**src/rtl/exp_series_engine_pkg.sv**
```systemverilog
// Shared constants, widths and FSM state type for the exp_series_engine slice.
package exp_pkg;

    localparam int X_W    = 8;
    localparam int ACC_W  = 16;
    localparam int LUT_AW = 4;

    localparam logic [ACC_W-1:0] ONE_Q2_14 = 16'h4000;
    localparam logic [ACC_W-1:0] SAT_MAX   = 16'hFFFF;

    typedef enum logic [1:0] {
        IDLE,
        CALC,
        DONE
    } exp_state_t;

endpackage

```
**src/rtl/exp_series_engine_if.sv**
```systemverilog
// Operand/result handshake bundle; master = producer/consumer side, slave = engine.
interface exp_series_engine_if;
    import exp_pkg::*;

    logic             in_valid;
    logic             in_ready;
    logic [X_W-1:0]   x_in;
    logic             out_valid;
    logic             out_ready;
    logic [ACC_W-1:0] result;

    modport master (
        output in_valid, x_in, out_ready,
        input  in_ready, out_valid, result
    );

    modport slave (
        input  in_valid, x_in, out_ready,
        output in_ready, out_valid, result
    );

endinterface

```
**src/rtl/exp_series_engine_term_step.sv**
```systemverilog
// One Taylor iteration: nterm = ((term*x)>>8 * recip)>>8, plus saturating accumulate.
module exp_term_step
    import exp_pkg::*;
(
    input  logic [ACC_W-1:0] term,
    input  logic [ACC_W-1:0] sum,
    input  logic [X_W-1:0]   x,
    input  logic [X_W-1:0]   recip,
    output logic [ACC_W-1:0] nterm,
    output logic [ACC_W-1:0] sat_sum
);

    logic [23:0]      p1_full;
    logic [23:0]      p2_full;
    logic [ACC_W:0]   sum_full;

    // Both products keep bits [23:8]: plain truncation, no rounding.
    always_comb begin
        p1_full  = 24'(term) * 24'(x);
        p2_full  = 24'(p1_full[23:8]) * 24'(recip);
        nterm    = p2_full[23:8];
        sum_full = {1'b0, sum} + {1'b0, nterm};
        sat_sum  = sum_full[ACC_W] ? SAT_MAX : sum_full[ACC_W-1:0];
    end

endmodule

```
**src/rtl/exp_series_engine.sv**
```systemverilog
// Iterative e^x Taylor engine (Q0.8 in, Q2.14 out), one term per clock.
// Optional EARLY_EXIT_EN: stop when a term underflows to zero and report terms_used.
module exp_series_engine
    import exp_pkg::*;
#(
    parameter int N_TERMS = 8
) (
    input  logic                clk,
    input  logic                rst,
    exp_series_engine_if.slave  bus,
    output logic [LUT_AW-1:0]   lut_addr,
    input  logic [X_W-1:0]      lut_data
`ifdef EARLY_EXIT_EN
    ,
    output logic [4:0]          terms_used
`endif
);

    exp_state_t       state_q, state_d;
    logic [4:0]       k_q, k_d;
    logic [X_W-1:0]   x_q, x_d;
    logic [ACC_W-1:0] term_q, term_d;
    logic [ACC_W-1:0] sum_q, sum_d;
    logic [ACC_W-1:0] result_q, result_d;
    logic             out_valid_q, out_valid_d;
`ifdef EARLY_EXIT_EN
    logic [4:0]       terms_q, terms_d;
`endif

    logic [ACC_W-1:0] nterm;
    logic [ACC_W-1:0] sat_sum;
    logic             calc_exit;

    exp_term_step u_step (
        .term    (term_q),
        .sum     (sum_q),
        .x       (x_q),
        .recip   (lut_data),
        .nterm   (nterm),
        .sat_sum (sat_sum)
    );

`ifdef EARLY_EXIT_EN
    assign calc_exit = (k_q == 5'(N_TERMS - 1)) || (nterm == '0);
`else
    assign calc_exit = (k_q == 5'(N_TERMS - 1));
`endif

    // NOTE: reset is synchronous here, so it lives inside the clocked block with no sensitivity on rst.
    always_ff @(posedge clk) begin
        if (rst) state_q <= IDLE;
        else     state_q <= state_d;
    end

    always_comb begin
        state_d = state_q;
        unique case (state_q)
            IDLE:    if (bus.in_valid) state_d = CALC;
            CALC:    if (calc_exit) state_d = DONE;
            DONE:    if (out_valid_q && bus.out_ready) state_d = IDLE;
            default: state_d = IDLE;
        endcase
    end

    always_comb begin
        bus.in_ready  = (state_q == IDLE);
        bus.out_valid = out_valid_q;
        bus.result    = result_q;
        lut_addr      = k_q[LUT_AW-1:0];
`ifdef EARLY_EXIT_EN
        terms_used    = terms_q;
`endif
    end

    // NOTE: every _d takes its _q value first, so no path through this block can infer a latch.
    always_comb begin
        k_d         = k_q;
        x_d         = x_q;
        term_d      = term_q;
        sum_d       = sum_q;
        result_d    = result_q;
        out_valid_d = out_valid_q;
`ifdef EARLY_EXIT_EN
        terms_d     = terms_q;
`endif
        unique case (state_q)
            IDLE: begin
                if (bus.in_valid) begin
                    x_d    = bus.x_in;
                    term_d = ONE_Q2_14;
                    sum_d  = ONE_Q2_14;
                    k_d    = '0;
                end
            end
            CALC: begin
                term_d = nterm;
                sum_d  = sat_sum;
                k_d    = k_q + 5'd1;
            end
            DONE: begin
                // First DONE cycle latches the sum; out_valid then holds until consumed.
                if (!out_valid_q) begin
                    out_valid_d = 1'b1;
                    result_d    = sum_q;
`ifdef EARLY_EXIT_EN
                    terms_d     = k_q;
`endif
                end else if (bus.out_ready) begin
                    out_valid_d = 1'b0;
                end
            end
            default: ;
        endcase
    end

    // NOTE: sequential state uses non-blocking assignments only, so all flops update together.
    always_ff @(posedge clk) begin
        if (rst) begin
            k_q         <= '0;
            x_q         <= '0;
            term_q      <= '0;
            sum_q       <= '0;
            result_q    <= '0;
            out_valid_q <= 1'b0;
`ifdef EARLY_EXIT_EN
            terms_q     <= '0;
`endif
        end else begin
            k_q         <= k_d;
            x_q         <= x_d;
            term_q      <= term_d;
            sum_q       <= sum_d;
            result_q    <= result_d;
            out_valid_q <= out_valid_d;
`ifdef EARLY_EXIT_EN
            terms_q     <= terms_d;
`endif
        end
    end

endmodule

```
**src/flat_wrapper.sv**
```systemverilog
// flat-port wrapper written by rule: the top's interface ports become plain ports
module exp_series_engine_flat import exp_pkg::*;
#(
    parameter int N_TERMS = 8
)
  (clk, rst, lut_addr, lut_data, bus_in_valid, bus_x_in, bus_out_ready, bus_in_ready, bus_out_valid, bus_result);
  exp_series_engine_if bus_i ();
  input  logic clk;
  input  logic rst;
  output logic [LUT_AW-1:0] lut_addr;
  input  logic [X_W-1:0] lut_data;
  input wire logic [$bits(bus_i.in_valid)-1:0] bus_in_valid;
  input wire logic [$bits(bus_i.x_in)-1:0] bus_x_in;
  input wire logic [$bits(bus_i.out_ready)-1:0] bus_out_ready;
  output wire logic [$bits(bus_i.in_ready)-1:0] bus_in_ready;
  output wire logic [$bits(bus_i.out_valid)-1:0] bus_out_valid;
  output wire logic [$bits(bus_i.result)-1:0] bus_result;
  assign bus_i.in_valid = bus_in_valid;
  assign bus_i.x_in = bus_x_in;
  assign bus_i.out_ready = bus_out_ready;
  assign bus_in_ready = bus_i.in_ready;
  assign bus_out_valid = bus_i.out_valid;
  assign bus_result = bus_i.result;
  exp_series_engine #(.N_TERMS(N_TERMS)) u_core (.clk(clk), .rst(rst), .bus(bus_i), .lut_addr(lut_addr), .lut_data(lut_data));
endmodule
```
**config.mk**
```make
export PLATFORM = sky130hd
export DESIGN_NAME = exp_series_engine_flat
export DESIGN_NICKNAME = d
export VERILOG_FILES = /design/src/rtl/exp_series_engine_pkg.sv /design/src/rtl/exp_series_engine_if.sv /design/src/rtl/exp_series_engine_term_step.sv /design/src/rtl/exp_series_engine.sv /design/src/flat_wrapper.sv
export SDC_FILE = /design/constraint.sdc
export NUM_CORES = 1
export LEC_CHECK = 0
export ABC_AREA = 0
export CAP_MARGIN = 20
export CORE_MARGIN = 2
export CORE_UTILIZATION = 45
export DETAILED_ROUTE_END_ITERATION = 12
export GPL_ROUTABILITY_DRIVEN = 0
export PLACE_DENSITY = 0.68
export SYNTH_ARGS = -nofsm -noshare
export SYNTH_HDL_FRONTEND = slang
export SYNTH_HIERARCHICAL = 1
export SYNTH_SLANG_ARGS = --single-unit
```
**constraint.sdc**
```tcl
create_clock -name clk -period 12 [get_ports clk]
set_clock_uncertainty 0.15 [all_clocks]
set_input_delay 1.8 -clock clk [delete_from_list [all_inputs] [get_ports clk]]
set_output_delay 1.8 -clock clk [all_outputs]
set_load 0.01 [all_outputs]
```
==> flow_metrics.env, run 1 <==
export IMPL_ys_warn_count=6
export IMPL_synthMuxAreaShare_pct=0.974
export IMPL_synth_compound_area_share_pct=10.2
export IMPL_cpPeakStageDelay_ns=0.56
export IMPL_yosys_area_share_simple_pct=24.7
export IMPL_placement_io_buffers=41
export IMPL_crit_fanout=15
export IMPL_via_per_inst=5.36
export IMPL_grt_pass1_vias=9270
export IMPL_startpoint_type="flip-flop"
export IMPL_rsz0062_at_grt="no"
export IMPL_synth_edf_count=0
export IMPL_relSlewSlack_pct=36.6
export IMPL_floorplan_rows=57
export IMPL_async_flop_share_pct=0
export IMPL_whs_ns=0.303
export IMPL_cts_root_buf="clkbuf_16"
export IMPL_syn_inst=1342
export IMPL_grt_max_degree=66
export IMPL_syn_to_final_growth_pct=8.76
export IMPL_nNetsFinal=1639
export IMPL_cpMostUsedCell="fa_1"
export IMPL_grt_pass1_wl_mm=44.8
export IMPL_seq_area_frac_synth_pct=11.3
export IMPL_drcViolationCount=0
export IMPL_chipHeight_um=162
export IMPL_post_route_period_util_pct=94.5
export IMPL_synth_cell_types=70
export IMPL_netlist_area_um2=11300
export IMPL_setup_worst_path_end_class="flip-flop"
export IMPL_slowest_stage="or4_4"
export IMPL_wire_per_inst_um=15.6
export IMPL_wl_mm=26.3
export IMPL_cts_hold_buf=0
export IMPL_insertedDiodeCount=0
export IMPL_cts_tree="yes"
export IMPL_cp_required_ns=12.03
export IMPL_core_um2=24500
export IMPL_ant_nets=0
export IMPL_cts_sinks=64
export IMPL_ys_ff_latch=64
export IMPL_layout_common_cells="inv_1 (207), nand2_1 (204), fa_1 (167), and2_1 (130), ha_1 (99)"
export IMPL_nFillCells=2367
export IMPL_worstSetupPathType="flip-flop to flip-flop"
export IMPL_worstHoldPathType="flip-flop to flip-flop"
export IMPL_cts_htree_levels=3
export IMPL_tightest_slew_ns=0.951
export IMPL_avgSynthCellArea_um2=8.42
export IMPL_worstPathArrival_ns=11.38
export IMPL_clk_insertion_delay_late_ns=0.33
export IMPL_ir_drop_mv=0.0853
export IMPL_cts_buffer_depth=2
export IMPL_max_cap_violations=0
export IMPL_worst_slack_ns=0.655
export IMPL_synth_xor_area_share_pct=2.33
export IMPL_drtPass1Iterations=5
export IMPL_post_place_ws_ns=0.216
export IMPL_final_common_cell="inv_1"
export IMPL_p_leak_nw=5.88
export IMPL_die_w_um=162
export IMPL_slew_violations=0
export IMPL_status="complete, no violations"
export IMPL_setup_tns_ns=0
export IMPL_finish_utilization_pct=50.2
export IMPL_powerDensity_nw_per_um2=56.6
export IMPL_io_pins=42
export IMPL_start_util_pct=46.2
export IMPL_drt_initial_drc_count=561
export IMPL_synth_top_family_by_area="adder cells"
export IMPL_setup_viol=0
export IMPL_synth_nets=1628
export IMPL_hpwlAfterDp_mm=20.7
export IMPL_synth_adder_area_share_pct=40.5
export IMPL_numCtsBuffers=9
export IMPL_clock_fmax_mhz=88.1
export IMPL_via_count=9020
export IMPL_overflow=0
export IMPL_ys_dominant_reg_cell="dfxtp_1"
export IMPL_grt_usage_pct=20.7
export IMPL_antenna_found_initial=0
export IMPL_period_minus_slack_ns=11.35
export IMPL_hold_viol_final=0
export IMPL_clk_pin_slew_ns=0.05
export IMPL_die_area_um2=26400
export IMPL_drive_gt1_share_pct=5.89
sequential cells by signal, summed over array words and instances (netlist names):
name,flops
u_core/bus.out_valid,1
u_core/bus.result,16
u_core/k_q,5
u_core/state_q,2
u_core/sum_q,16
u_core/term_q,16
u_core/x_q,8
logic make-up after synthesis:
group	after synthesis
adders and majority gates	266
AOI/OAI and AO/OA	163
xor gates and xnor gates	30
buffers and inverters	269
and+or+nand+nor	539
DFF	64
muxes	11
per-layer routing:
metal / track usage, % / wire (µm) / vias to the layer above
li1: - / - / 4319
met1: 27.3 / 11800 / 4484
met2: 36.9 / 13200 / 180
met3: 2.09 / 913 / 37
met4: 4.71 / 438 / 0
met5: 0 / 0 / -
where the power goes:
| part | internal [mW] | switching (mW) | total (mW) | leakage [nW] |
|---|---|---|---|---|
| Sequential | 0.221 | 0.0182 | 0.239 | 0.521 |
| Clock | 0.183 | 0.0903 | 0.273 | 0.159 |
| Combinational | 0.0667 | 0.116 | 0.183 | 5.20 |
| Total | 0.471 | 0.224 | 0.695 | 5.88 |
cells in the mapped netlist, types with 2 or more instances:
cell type  instances  area, µm²
a21oi_1           83        415
fa_1             167       3340
nor3b_2            2       25.0
or3b_1             2       17.5
clkinv_1           3       11.3
mux2i_1           11        110
ha_1              99       1240
buf_2              8       40.0
buf_6              9        101
nand2_1          204        766
nand3b_1           5       37.5
o21ai_0            7       35.0
dfxtp_1           64       1280
a31oi_1            8       50.1
xor2_1            14        123
a211oi_1           4       30.0
o21bai_1           7       52.6
o21a_1             8       60.1
nor3b_1            7       52.6
and3b_1            2       17.5
o31ai_1            2       15.0
inv_1            207        777
nor4_1             6       37.5
nor3_4             2       32.5
nor2_1            44        165
nand3_2           10        100
o32a_1             6       60.1
o311ai_2           7        114
buf_4              7       52.6
a211o_1            3       26.3
nor2b_1            7       43.8
o211ai_1           2       15.0
a21o_1             9       67.6
and3_1            10       62.6
nand4_1           10       62.6
xnor2_1           16        140
buf_1              2       7.51
clkbuf_1          32        120
or3_1             11       68.8
and2_1           130        813
nand2b_1           3       18.8
nor3_1            38        190
nand3_1           37        185
what timing repair did:
| item | 4_1_cts | 5_1_grt |
|---|---|---|
| setup buffers | 0 | 2 |
| gates resized for setup | 0 | 16 |
| endpoints found under the hold margin | 0 | 0 |
| endpoints found under the setup margin | 0 | 16 |
final cells by class:
class	count	area (µm²)	share of cell area, %
Multi-Input combinational cell	1009	8940	72.8
Sequential cell	64	1290	10.5
Inverter	210	788	6.41
Timing Repair Buffer	59	541	4.40
Tap cell	324	405	3.30
Clock buffer	14	284	2.31
Clock inverter	2	35.0	0.285
metrics by stage:
stage	std cells	total power, mW	instance area [µm²]
floorplan	1342	0.374	11300
global placement	1664	0.421	11900
detailed placement	1664	0.425	11900
CTS	1680	0.700	12200
global route	1682	0.733	12300
finish	1682	0.695	12300
final timing paths:
| check | slack [ns] | cells after the start | end | startpoint |
|---|---|---|---|---|
| hold / removal | 0.30 | 2 | u_core/bus.result[14]$_SDFFE_PP0P_ | u_core/bus.result[14]$_SDFFE_PP0P_ |
| setup / recovery | 0.65 | 41 | u_core/sum_q[14]$_SDFFE_PP0P_ | u_core/term_q[3]$_SDFFE_PP0P_ |
| hold reg to reg | 0.30 | 2 | u_core/bus.result[14]$_SDFFE_PP0P_ | u_core/bus.result[14]$_SDFFE_PP0P_ |
| setup reg to reg | 0.65 | 41 | u_core/sum_q[14]$_SDFFE_PP0P_ | u_core/term_q[3]$_SDFFE_PP0P_ |
worst max-delay path, delay by kind of cell, from the launching register on:
family / cells / cell delay [ns]
xor+xnor: 1 / 0.17
simple gates: 13 / 2.60
fa+ha+maj: 11 / 4.80
compound gates: 11 / 2.61
buf+inv: 5 / 0.41
flops: 1 / 0.40
Power figures use the tool's default switching activity.
==> run 2: changes to the inputs <==
Settings changed: SLEW_MARGIN set to 30.
==> results of run 2 <==
Final layout, timing and power as in run 1 (identical DEF).
